--- src/rtl/paddle_button_conditioner_if.sv ---
// ----------------------------------------------------------------------------
// paddle_button_conditioner_if
//
// Purpose:
//   Groups the button-side and paddle-side signals of the paddle button
//   conditioner so the block and its user connect through one bundle.
//
// Signals:
//   btn_up    raw, asynchronous, bouncing up button (1 = pressed)
//   btn_down  raw, asynchronous, bouncing down button (1 = pressed)
//   up        one-clock pulse: step paddle up
//   down      one-clock pulse: step paddle down
//   held      debounced button levels {down_db, up_db}
//
// Modports:
//   master  the side that owns the buttons and consumes the pulses
//   slave   the conditioner itself
// ----------------------------------------------------------------------------
interface paddle_button_conditioner_if;

    logic       btn_up;
    logic       btn_down;
    logic       up;
    logic       down;
    logic [1:0] held;

    modport master (
        output btn_up,
        output btn_down,
        input  up,
        input  down,
        input  held
    );

    modport slave (
        input  btn_up,
        input  btn_down,
        output up,
        output down,
        output held
    );

endinterface

--- src/rtl/paddle_button_conditioner.sv ---
// ----------------------------------------------------------------------------
// paddle_button_conditioner
//
// Purpose:
//   Turns two raw push-buttons into up/down step commands for the paddle
//   controller. Each button is synchronised with two flops and debounced;
//   a debounced press then produces a single one-clock command pulse.
//   Holding a button auto-repeats the pulse at a fixed rate when the
//   PADDLE_AUTO_REPEAT_EN macro is defined; without it, every debounced
//   press produces exactly one pulse and the repeat counter does not exist.
//   Pressing both buttons together suppresses all pulses until both are
//   released.
//
// Parameters:
//   DEBOUNCE_CYCLES  consecutive stable cycles before a debounced level
//                    changes (>= 1)
//   REPEAT_DELAY     cycles from first pulse to first auto-repeat pulse
//                    (>= 1, only with PADDLE_AUTO_REPEAT_EN)
//   REPEAT_RATE      cycles between later auto-repeat pulses
//                    (>= 1, only with PADDLE_AUTO_REPEAT_EN)
//
// Ports:
//   clk    in   system clock, all logic on posedge
//   reset  in   asynchronous reset, active low (0 = reset asserted)
//   bus    slave modport of paddle_button_conditioner_if:
//            btn_up/btn_down in, up/down pulses out, held[1:0] out
//
// Configuration macro:
//   PADDLE_AUTO_REPEAT_EN  defined: hold-to-repeat enabled
//                          undefined: one pulse per debounced press
// ----------------------------------------------------------------------------
module paddle_button_conditioner #(
    parameter logic [15:0] DEBOUNCE_CYCLES = 16'd50000
`ifdef PADDLE_AUTO_REPEAT_EN
    ,
    parameter logic [23:0] REPEAT_DELAY    = 24'd5000000,
    parameter logic [23:0] REPEAT_RATE     = 24'd2500000
`endif
) (
    input  logic                          clk,
    input  logic                          reset,
    paddle_button_conditioner_if.slave    bus
);

    typedef enum logic [1:0] {
        IDLE,
        HOLD_UP,
        HOLD_DN,
        WAIT_REL
    } state_t;

    // Index 0 is the up button, index 1 the down button throughout.
    logic [1:0]  raw;
    logic [1:0]  sync_a;
    logic [1:0]  sync_b;
    logic [1:0]  db;
    logic [1:0]  db_next;
    logic [15:0] db_cnt [2];

    logic        up_lvl;
    logic        dn_lvl;

    state_t      state;
    state_t      state_next;
    logic        up_q;
    logic        down_q;
    logic        up_next;
    logic        down_next;

`ifdef PADDLE_AUTO_REPEAT_EN
    logic [23:0] rep_ctr;
    logic [23:0] rep_ctr_next;
`endif

    assign raw = {bus.btn_down, bus.btn_up};

    // Two-flop synchroniser; only sync_b feeds any further logic.
    always_ff @(posedge clk or negedge reset) begin
        if (!reset) begin
            sync_a <= 2'b00;
            sync_b <= 2'b00;
        end else begin
            sync_a <= raw;
            sync_b <= sync_a;
        end
    end

    // Debounced level about to be registered. The FSM steers on this
    // value so that the first pulse and the held level change together.
    always_comb begin
        db_next = db;
        for (int i = 0; i < 2; i++) begin
            if ((sync_b[i] != db[i]) && (db_cnt[i] >= DEBOUNCE_CYCLES)) begin
                db_next[i] = sync_b[i];
            end
        end
    end

    // Debounce counters: cleared whenever the synchronised level agrees
    // with the debounced one or a change is accepted, otherwise counting
    // up and saturating rather than wrapping.
    always_ff @(posedge clk or negedge reset) begin
        if (!reset) begin
            db        <= 2'b00;
            db_cnt[0] <= 16'd0;
            db_cnt[1] <= 16'd0;
        end else begin
            db <= db_next;
            for (int i = 0; i < 2; i++) begin
                if ((sync_b[i] == db[i]) || (db_cnt[i] >= DEBOUNCE_CYCLES)) begin
                    db_cnt[i] <= 16'd0;
                end else if (db_cnt[i] != 16'hFFFF) begin
                    db_cnt[i] <= db_cnt[i] + 16'd1;
                end
            end
        end
    end

    assign up_lvl = db_next[0];
    assign dn_lvl = db_next[1];

    // State register plus the registered command pulses and repeat counter.
    always_ff @(posedge clk or negedge reset) begin
        if (!reset) begin
            state   <= IDLE;
            up_q    <= 1'b0;
            down_q  <= 1'b0;
`ifdef PADDLE_AUTO_REPEAT_EN
            rep_ctr <= 24'd0;
`endif
        end else begin
            state   <= state_next;
            up_q    <= up_next;
            down_q  <= down_next;
`ifdef PADDLE_AUTO_REPEAT_EN
            rep_ctr <= rep_ctr_next;
`endif
        end
    end

    // Next-state logic. A conflicting press from either state parks the
    // machine in WAIT_REL, which only exits once both buttons are up.
    always_comb begin
        state_next = state;
        case (state)
            IDLE: begin
                if (up_lvl && !dn_lvl) begin
                    state_next = HOLD_UP;
                end else if (dn_lvl && !up_lvl) begin
                    state_next = HOLD_DN;
                end else if (up_lvl && dn_lvl) begin
                    state_next = WAIT_REL;
                end
            end
            HOLD_UP: begin
                if (!up_lvl) begin
                    state_next = IDLE;
                end else if (dn_lvl) begin
                    state_next = WAIT_REL;
                end
            end
            HOLD_DN: begin
                if (!dn_lvl) begin
                    state_next = IDLE;
                end else if (up_lvl) begin
                    state_next = WAIT_REL;
                end
            end
            WAIT_REL: begin
                if (!up_lvl && !dn_lvl) begin
                    state_next = IDLE;
                end
            end
            default: begin
                state_next = IDLE;
            end
        endcase
    end

`ifdef PADDLE_AUTO_REPEAT_EN
    // Output logic with auto-repeat. The counter is loaded on the first
    // pulse and counts down while the button stays the sole one held;
    // reaching 1 fires a repeat and reloads the shorter repeat period.
    always_comb begin
        up_next      = 1'b0;
        down_next    = 1'b0;
        rep_ctr_next = rep_ctr;
        case (state)
            IDLE: begin
                if (up_lvl && !dn_lvl) begin
                    up_next      = 1'b1;
                    rep_ctr_next = REPEAT_DELAY;
                end else if (dn_lvl && !up_lvl) begin
                    down_next    = 1'b1;
                    rep_ctr_next = REPEAT_DELAY;
                end
            end
            HOLD_UP: begin
                if (up_lvl && !dn_lvl) begin
                    if (rep_ctr == 24'd1) begin
                        up_next      = 1'b1;
                        rep_ctr_next = REPEAT_RATE;
                    end else if (rep_ctr != 24'd0) begin
                        rep_ctr_next = rep_ctr - 24'd1;
                    end
                end
            end
            HOLD_DN: begin
                if (dn_lvl && !up_lvl) begin
                    if (rep_ctr == 24'd1) begin
                        down_next    = 1'b1;
                        rep_ctr_next = REPEAT_RATE;
                    end else if (rep_ctr != 24'd0) begin
                        rep_ctr_next = rep_ctr - 24'd1;
                    end
                end
            end
            default: begin
                rep_ctr_next = rep_ctr;
            end
        endcase
    end
`else
    // Output logic without auto-repeat: only the IDLE exit pulses, so a
    // held button yields exactly one command.
    always_comb begin
        up_next   = 1'b0;
        down_next = 1'b0;
        if (state == IDLE) begin
            if (up_lvl && !dn_lvl) begin
                up_next = 1'b1;
            end else if (dn_lvl && !up_lvl) begin
                down_next = 1'b1;
            end
        end
    end
`endif

    assign bus.up   = up_q;
    assign bus.down = down_q;
    assign bus.held = db;

endmodule

--- src/flat_wrapper.sv ---
// flat-port wrapper written by rule: the top's interface ports become plain ports
module paddle_button_conditioner_flat 
#(
    parameter logic [15:0] DEBOUNCE_CYCLES = 16'd50000

)
  (clk, reset, bus_btn_up, bus_btn_down, bus_up, bus_down, bus_held);
  paddle_button_conditioner_if bus_i ();
  input  logic clk;
  input  logic reset;
  input wire logic [$bits(bus_i.btn_up)-1:0] bus_btn_up;
  input wire logic [$bits(bus_i.btn_down)-1:0] bus_btn_down;
  output wire logic [$bits(bus_i.up)-1:0] bus_up;
  output wire logic [$bits(bus_i.down)-1:0] bus_down;
  output wire logic [$bits(bus_i.held)-1:0] bus_held;
  assign bus_i.btn_up = bus_btn_up;
  assign bus_i.btn_down = bus_btn_down;
  assign bus_up = bus_i.up;
  assign bus_down = bus_i.down;
  assign bus_held = bus_i.held;
  paddle_button_conditioner #(.DEBOUNCE_CYCLES(DEBOUNCE_CYCLES)) u_core (.clk(clk), .reset(reset), .bus(bus_i));
endmodule
--- config.mk ---
export PLATFORM = sky130hd
export DESIGN_NAME = paddle_button_conditioner_flat
export DESIGN_NICKNAME = d
export VERILOG_FILES = /design/src/rtl/paddle_button_conditioner_if.sv /design/src/rtl/paddle_button_conditioner.sv /design/src/flat_wrapper.sv
export SDC_FILE = /design/constraint.sdc
export NUM_CORES = 1
export LEC_CHECK = 0
export CORE_AREA = 2 2 98 100
export CTS_BUF_LIST = sky130_fd_sc_hd__clkbuf_16
export DETAILED_ROUTE_END_ITERATION = 10
export DIE_AREA = 0 0 100 102
export SYNTH_ARGS = -nofsm -noshare
export SYNTH_HDL_FRONTEND = slang
export SYNTH_SLANG_ARGS = --single-unit
--- constraint.sdc ---
create_clock -name clk -period 2.75 [get_ports clk]
set_input_delay 0.4125 -clock clk [delete_from_list [all_inputs] [get_ports clk]]
set_output_delay 0.4125 -clock clk [all_outputs]
set_load 0.005 [all_outputs]
Yosys cells after proc, flatten, opt, wreduce, memory -nomap -nowiden
Index checks and enable logic that the tools add are counted.

operators by class
  add/sub/neg operators = 2
  order comparisons = 2
  eq/ne operators = 13
  muxes and demuxes = 20
  reduce and logical (&&, ||, !) cells = 14

operator list
  kind                                                             count
  16-bit 2-to-1 mux                                                4
  16-bit by 1-bit adder with 16-bit output, second input constant  2
  16-bit greater-or-equal comparator, second input constant        2
  16-bit != test, second input constant                            2
  2-bit 2-to-1 mux                                                 8
  2-bit case mux with 4 select lines                               1
  1-bit 2-to-1 mux                                                 7
  1-bit logical AND                                                6
  2-bit == test, second input constant                             2
  4-bit by 1-bit != test with 1-bit output, second input constant  1
  4-bit AND reduction                                              1
  2-bit nonzero test                                               2
  3-bit by 2-bit != test with 1-bit output, second input constant  1
  3-bit != test, second input constant                             1
  1-bit == test                                                    2
  2-bit by 1-bit == test with 1-bit output, second input constant  1
  1-bit zero test                                                  2
  2-bit zero test                                                  1
  1-bit logical OR                                                 2
  1-bit != test                                                    2
  2-bit by 1-bit != test with 1-bit output, second input constant  1

word-level totals
  register bits after elaboration = 42

Depth between registers and ports, before layout
  depth in word-level cells = 8
  mapped depth = 8

Worst setup path before layout
OpenSTA, ideal clock, no wires.

  path kind = register to register
  start point = register u_core.db_cnt[28] (netlist name)
  end point = register u_core.state[0]
  arrival = 1,910 ps
  path slack = 714 ps
  stages on the path, launching flop included = 9
  path buffers = 0
  cells stage by stage = dfrtp_1 > nor4_1 > mux2i_1 > and3_4 > inv_1 > ha_1 > o21ai_0 > o21a_1 > o21ai_0

on the way
  cells in the longest elaborated chain, start to end = 8
  elaborated cells between the ends (all ways) = 17

RTL lines
  what                                  RTL line                                                            text
  start, declared                       paddle_button_conditioner.sv:58                                     logic [15:0] db_cnt [2];
  start signal, assigned by index       paddle_button_conditioner.sv:113                                    db_cnt[i] <= db_cnt[i] + 16'd1;
  16-bit greater-or-equal comparator *  paddle_button_conditioner.sv:93                                     if ((sync_b[i] != db[i]) && (db_cnt[i] >= DEBOUNCE_CYCLES)) begin
  1-bit logical AND *                   paddle_button_conditioner.sv:93
  1-bit 2-to-1 mux *                    paddle_button_conditioner.sv:93
  named net u_core.up_lvl               paddle_button_conditioner.sv:60                                     logic up_lvl;
  1-bit zero test                       paddle_button_conditioner.sv:149, paddle_button_conditioner.sv:170
  1-bit logical AND                     paddle_button_conditioner.sv:149                                    end else if (dn_lvl && !up_lvl) begin
  2-bit 2-to-1 mux                      paddle_button_conditioner.sv:149
  2-bit 2-to-1 mux                      paddle_button_conditioner.sv:147                                    if (up_lvl && !dn_lvl) begin
  2-bit case mux with 4 select lines    paddle_button_conditioner.sv:145                                    case (state)
  end signal, assigned                  paddle_button_conditioner.sv:132                                    state <= state_next;
  end, declared                         paddle_button_conditioner.sv:63                                     state_t state;

The timed path passes the listed nets; every way through them passes the cells marked *.
A chain may end at the register's enable or synchronous reset.

Worst setup path in the final report
Ends and elaborated chain as after synthesis.

==> impl_metrics.yaml <==
outcome:
  outcome: "finished, final reports clean"
synth:
  synth.area.mux_share_pct: 1.35
  synth-compound-area-share_pct: 11.9
  mappedNetlistArea_mm2: 0.00222
  post_synthesis_cell_type_count: 39
  synth_top_family_by_area: "simple AND/OR/NAND/NOR gates"
  yosysSeqAreaShare_pct: 47.2
  synthesis.yosys.warnings: 0
  post_synth_inst_count: 227
  yosys.area_share.simple_pct: 24.5
  yosys.area_share.xor_xnor_pct: 7.87
  synth_edf_count: 0
  asyncSetResetFlopFracSynth_pct: 100
  synth_fa_ha_area_share_pct: 4.50
  avgSynthCellArea_um2: 9.80
  synth_seq_cells: 42
  synthFlopType: "sky130_fd_sc_hd__dfrtp_1"
  postSynthNetCount: 239
clock_tree:
  cts_repair_resize_count: 0
  clock-sinks: 42
  worst_skew_pair.late_latency_ns: 0.28
  clk_path_buf_depth: 2
  cts_buffers: 5
  cts_hold_buffers: 0
  postCtsSetupRepairBufs: 0
  cts_tree: "built"
  cts.clk_slew.worst_paths_ns: 0.06
  htreeDepth: 2
  root_buffer: "sky130_fd_sc_hd__clkbuf_16"
placed_design:
  pre_cts_ws_ns: 0.456
  post-dp-hpwl_um: 2850
  buffer_ports.inserted: 7
  gp_congestion: 0.793
drt:
  routed_via_density: 4.68
  dr.pass1.iters: 4
  routed-via-count: 1637
  antenna_violating_nets_post_route: 0
  drt-wirelength-per-cell_um: 11.8
  drc: 0
  drt_iter0_markers: 69
  route.final.wire_length_um: 4120
timing:
  rsz_0062_raised_after_global_routing: "no"
  timing.final.ws_setup_ns: 0.424
  hold_viol: 0
  fin_crit_ns: 2.33
  setup_viol: 0
  totalNegativeSetupSlack_ns: 0
  max_slew_margin_pct: 37.8
  timing.clock.skew_ns: 0.00336
  finalMaxSlewViolations: 0
  maxClockFrequency_mhz: 430
  layout_worst_path_cycle_share_pct: 84.6
  timing_worst_slew_pin_value_ns: 0.933
layout:
  antenna-diode-count: 0
  drive_above_1_share_pct: 6.69
  syn2layout_area_growth_pct: 14.4
  layout_commonest_cell: "sky130_fd_sc_hd__dfrtp_1"
  design.final.nets: 250
  most-common-layout-cells: "sky130_fd_sc_hd__dfrtp_1, sky130_fd_sc_hd__nor2_1, sky130_fd_sc_hd__nand2_1, sky130_fd_sc_hd__inv_1, sky130_fd_sc_hd__xor2_1"
  final.fill_count: 956
critical_path:
  cp_slowest_stage_delay_ns: 0.59
  crit_family: "simple AND/OR/NAND/NOR gates"
  worst_setup_path_end_kind: "register"
  critical_path.n_buffers_inverters: 1
  cp.arrival_ns: 2.49
  timing.critical_path.from_type: "register"
  critPathSlowestCell: "sky130_fd_sc_hd__nor4_1"
  crit_path_cell_trace: "nor4_1, mux2i_1, and3_4, inv_1, ha_1, o21ai_0, o21a_1, o21ai_0"
  worst-path-max-fanout: 7
  timing.setup.critical_path_class: "reg2reg"
  path_common_cell: "sky130_fd_sc_hd__o21ai_0"
  critical_path_required_ns: 2.92
power:
  power_switching_share_pct: 21.3
  static-leakage-power_uw: 0.00107
  combPwrFrac_pct: 3.0
  ir_worst_vdd_mv: 0.256
  seq_power_share_pct: 51.9
  power.switching_uw: 262
  p_int_uw: 967
  clock_power_share_pct: 45.1
  power-per-cell-area_mw_per_mm2: 483
grt:
  grt_pass1_wl_um: 7160
  initial_antenna_violation_count: 0
  global_route.usage.total_pct: 8.77
  global_route.overflow_total: 0
  grt_start_max_net_pins: 43
  vias_in_the_first_global_route: 1621
floorplanning:
  ioPinCount: 8
  y_dimension_of_the_die_um: 102
  placementRows: 35
  die_width_um: 100
  initial_utilization_pct: 24.4
  die_area_mm2: 0.0102
  placeableCoreArea_mm2: 0.00911
min_path:
  hold_path_class: "in2async"
run:
  maxCapViolations: 0
[state kept, by name, indices dropped and copies added (netlist names)]
name             count
u_core.db_cnt       32
u_core.bus.held      2
u_core.state         2
u_core.sync_a        2
u_core.sync_b        2
u_core.bus.down      1
u_core.bus.up        1
[cell type report]
cell class                 count  area (um2)  area share, %
multi-input combinational    172        1110           43.8
tap                          111         139           5.46
inverter                      10        37.5           1.47
clock buffer                   5         125           4.92
sequential                    42        1050           41.3
clock inverter                 3        12.5          0.492
timing repair buffer           7        65.1           2.56
[logic make-up after synthesis]
group,after synthesis
flip-flops,42
adder cells (fa/ha/maj),8
AND/OR/NAND/NOR,102
buffers and inverters,13
multiplexers,3
AO/OA/AOI/OAI,39
XOR/XNOR,20
[path summary, 6_finish.rpt]
check                                                end  depth (start not counted)                     startpoint  slack, ns
max in group asynchronous  u_core.db_cnt[22]$_DFFE_PN0P_                          1                          reset       1.90
min in group clk              u_core.sync_b[0]$_DFF_PN0_                          0     u_core.sync_a[0]$_DFF_PN0_       0.35
max reg2reg                  u_core.state[0]$_DFFE_PN0P_                          8  u_core.db_cnt[28]$_DFFE_PN0P_       0.42
min reg2reg                   u_core.sync_b[0]$_DFF_PN0_                          0     u_core.sync_a[0]$_DFF_PN0_       0.35
min                         u_core.db_cnt[0]$_DFFE_PN0P_                          1                          reset       0.27
max                          u_core.state[0]$_DFFE_PN0P_                          8  u_core.db_cnt[28]$_DFFE_PN0P_       0.42
[power by group through the flow]
stage	registers [uW]	clock network, uW	logic [uW]
after global placement	649	0	38.3
after detailed placement	649	0	39.2
after floorplan	647	0	19.4
after CTS	638	575	39.4
after global routing	639	605	45.5
final	638	554	37.2
[through the flow]
stage | instance area [um2] | power, uW | hold slack (ns) | utilization (%) | instances
detailed placement | 2410 | 689 | 0.336 | 26.4 | 342
global placement | 2410 | 687 | 0.332 | 26.4 | 342
floorplan | 2220 | 666 | 0.117 | - | 227
finish | 2540 | 1230 | 0.268 | 27.9 | 350
CTS | 2540 | 1250 | 0.319 | 27.9 | 350
global route | 2540 | 1290 | 0.350 | 27.9 | 350
[synthesized netlist by cell type (2+ instances only)]
cell | n | share of area [%]
sky130_fd_sc_hd__o211ai_1 | 6 | 2.0
sky130_fd_sc_hd__o2111ai_1 | 4 | 1.6
sky130_fd_sc_hd__xnor2_1 | 9 | 3.5
sky130_fd_sc_hd__a21boi_0 | 2 | 0.67
sky130_fd_sc_hd__or3_1 | 2 | 0.56
sky130_fd_sc_hd__nand4_1 | 6 | 1.7
sky130_fd_sc_hd__and4_1 | 5 | 2.0
sky130_fd_sc_hd__o21ai_0 | 10 | 2.2
sky130_fd_sc_hd__inv_1 | 10 | 1.7
sky130_fd_sc_hd__and3_1 | 6 | 1.7
sky130_fd_sc_hd__nand2_1 | 16 | 2.7
sky130_fd_sc_hd__a41oi_1 | 2 | 0.79
sky130_fd_sc_hd__a21oi_1 | 6 | 1.3
sky130_fd_sc_hd__buf_2 | 2 | 0.45
sky130_fd_sc_hd__nor3_1 | 8 | 1.8
sky130_fd_sc_hd__nor2b_1 | 2 | 0.56
sky130_fd_sc_hd__nor4_1 | 3 | 0.84
sky130_fd_sc_hd__o21a_1 | 4 | 1.3
sky130_fd_sc_hd__and3_4 | 2 | 1.0
sky130_fd_sc_hd__and2_1 | 6 | 1.7
sky130_fd_sc_hd__ha_1 | 8 | 4.5
sky130_fd_sc_hd__nand3_1 | 5 | 1.1
sky130_fd_sc_hd__dfrtp_1 | 42 | 47
sky130_fd_sc_hd__mux2i_1 | 3 | 1.3
sky130_fd_sc_hd__nor2_1 | 34 | 5.7
sky130_fd_sc_hd__xor2_1 | 11 | 4.3
[metal layers]
layer  global-route usage [%]  part of all wire, %
met3                     2.12                  2.9
met4                     3.48                  1.8
met5                        0                    0
met1                     10.7                   47
met2                     15.0                   48
Note: power is estimated with default switching activity, not from simulation.
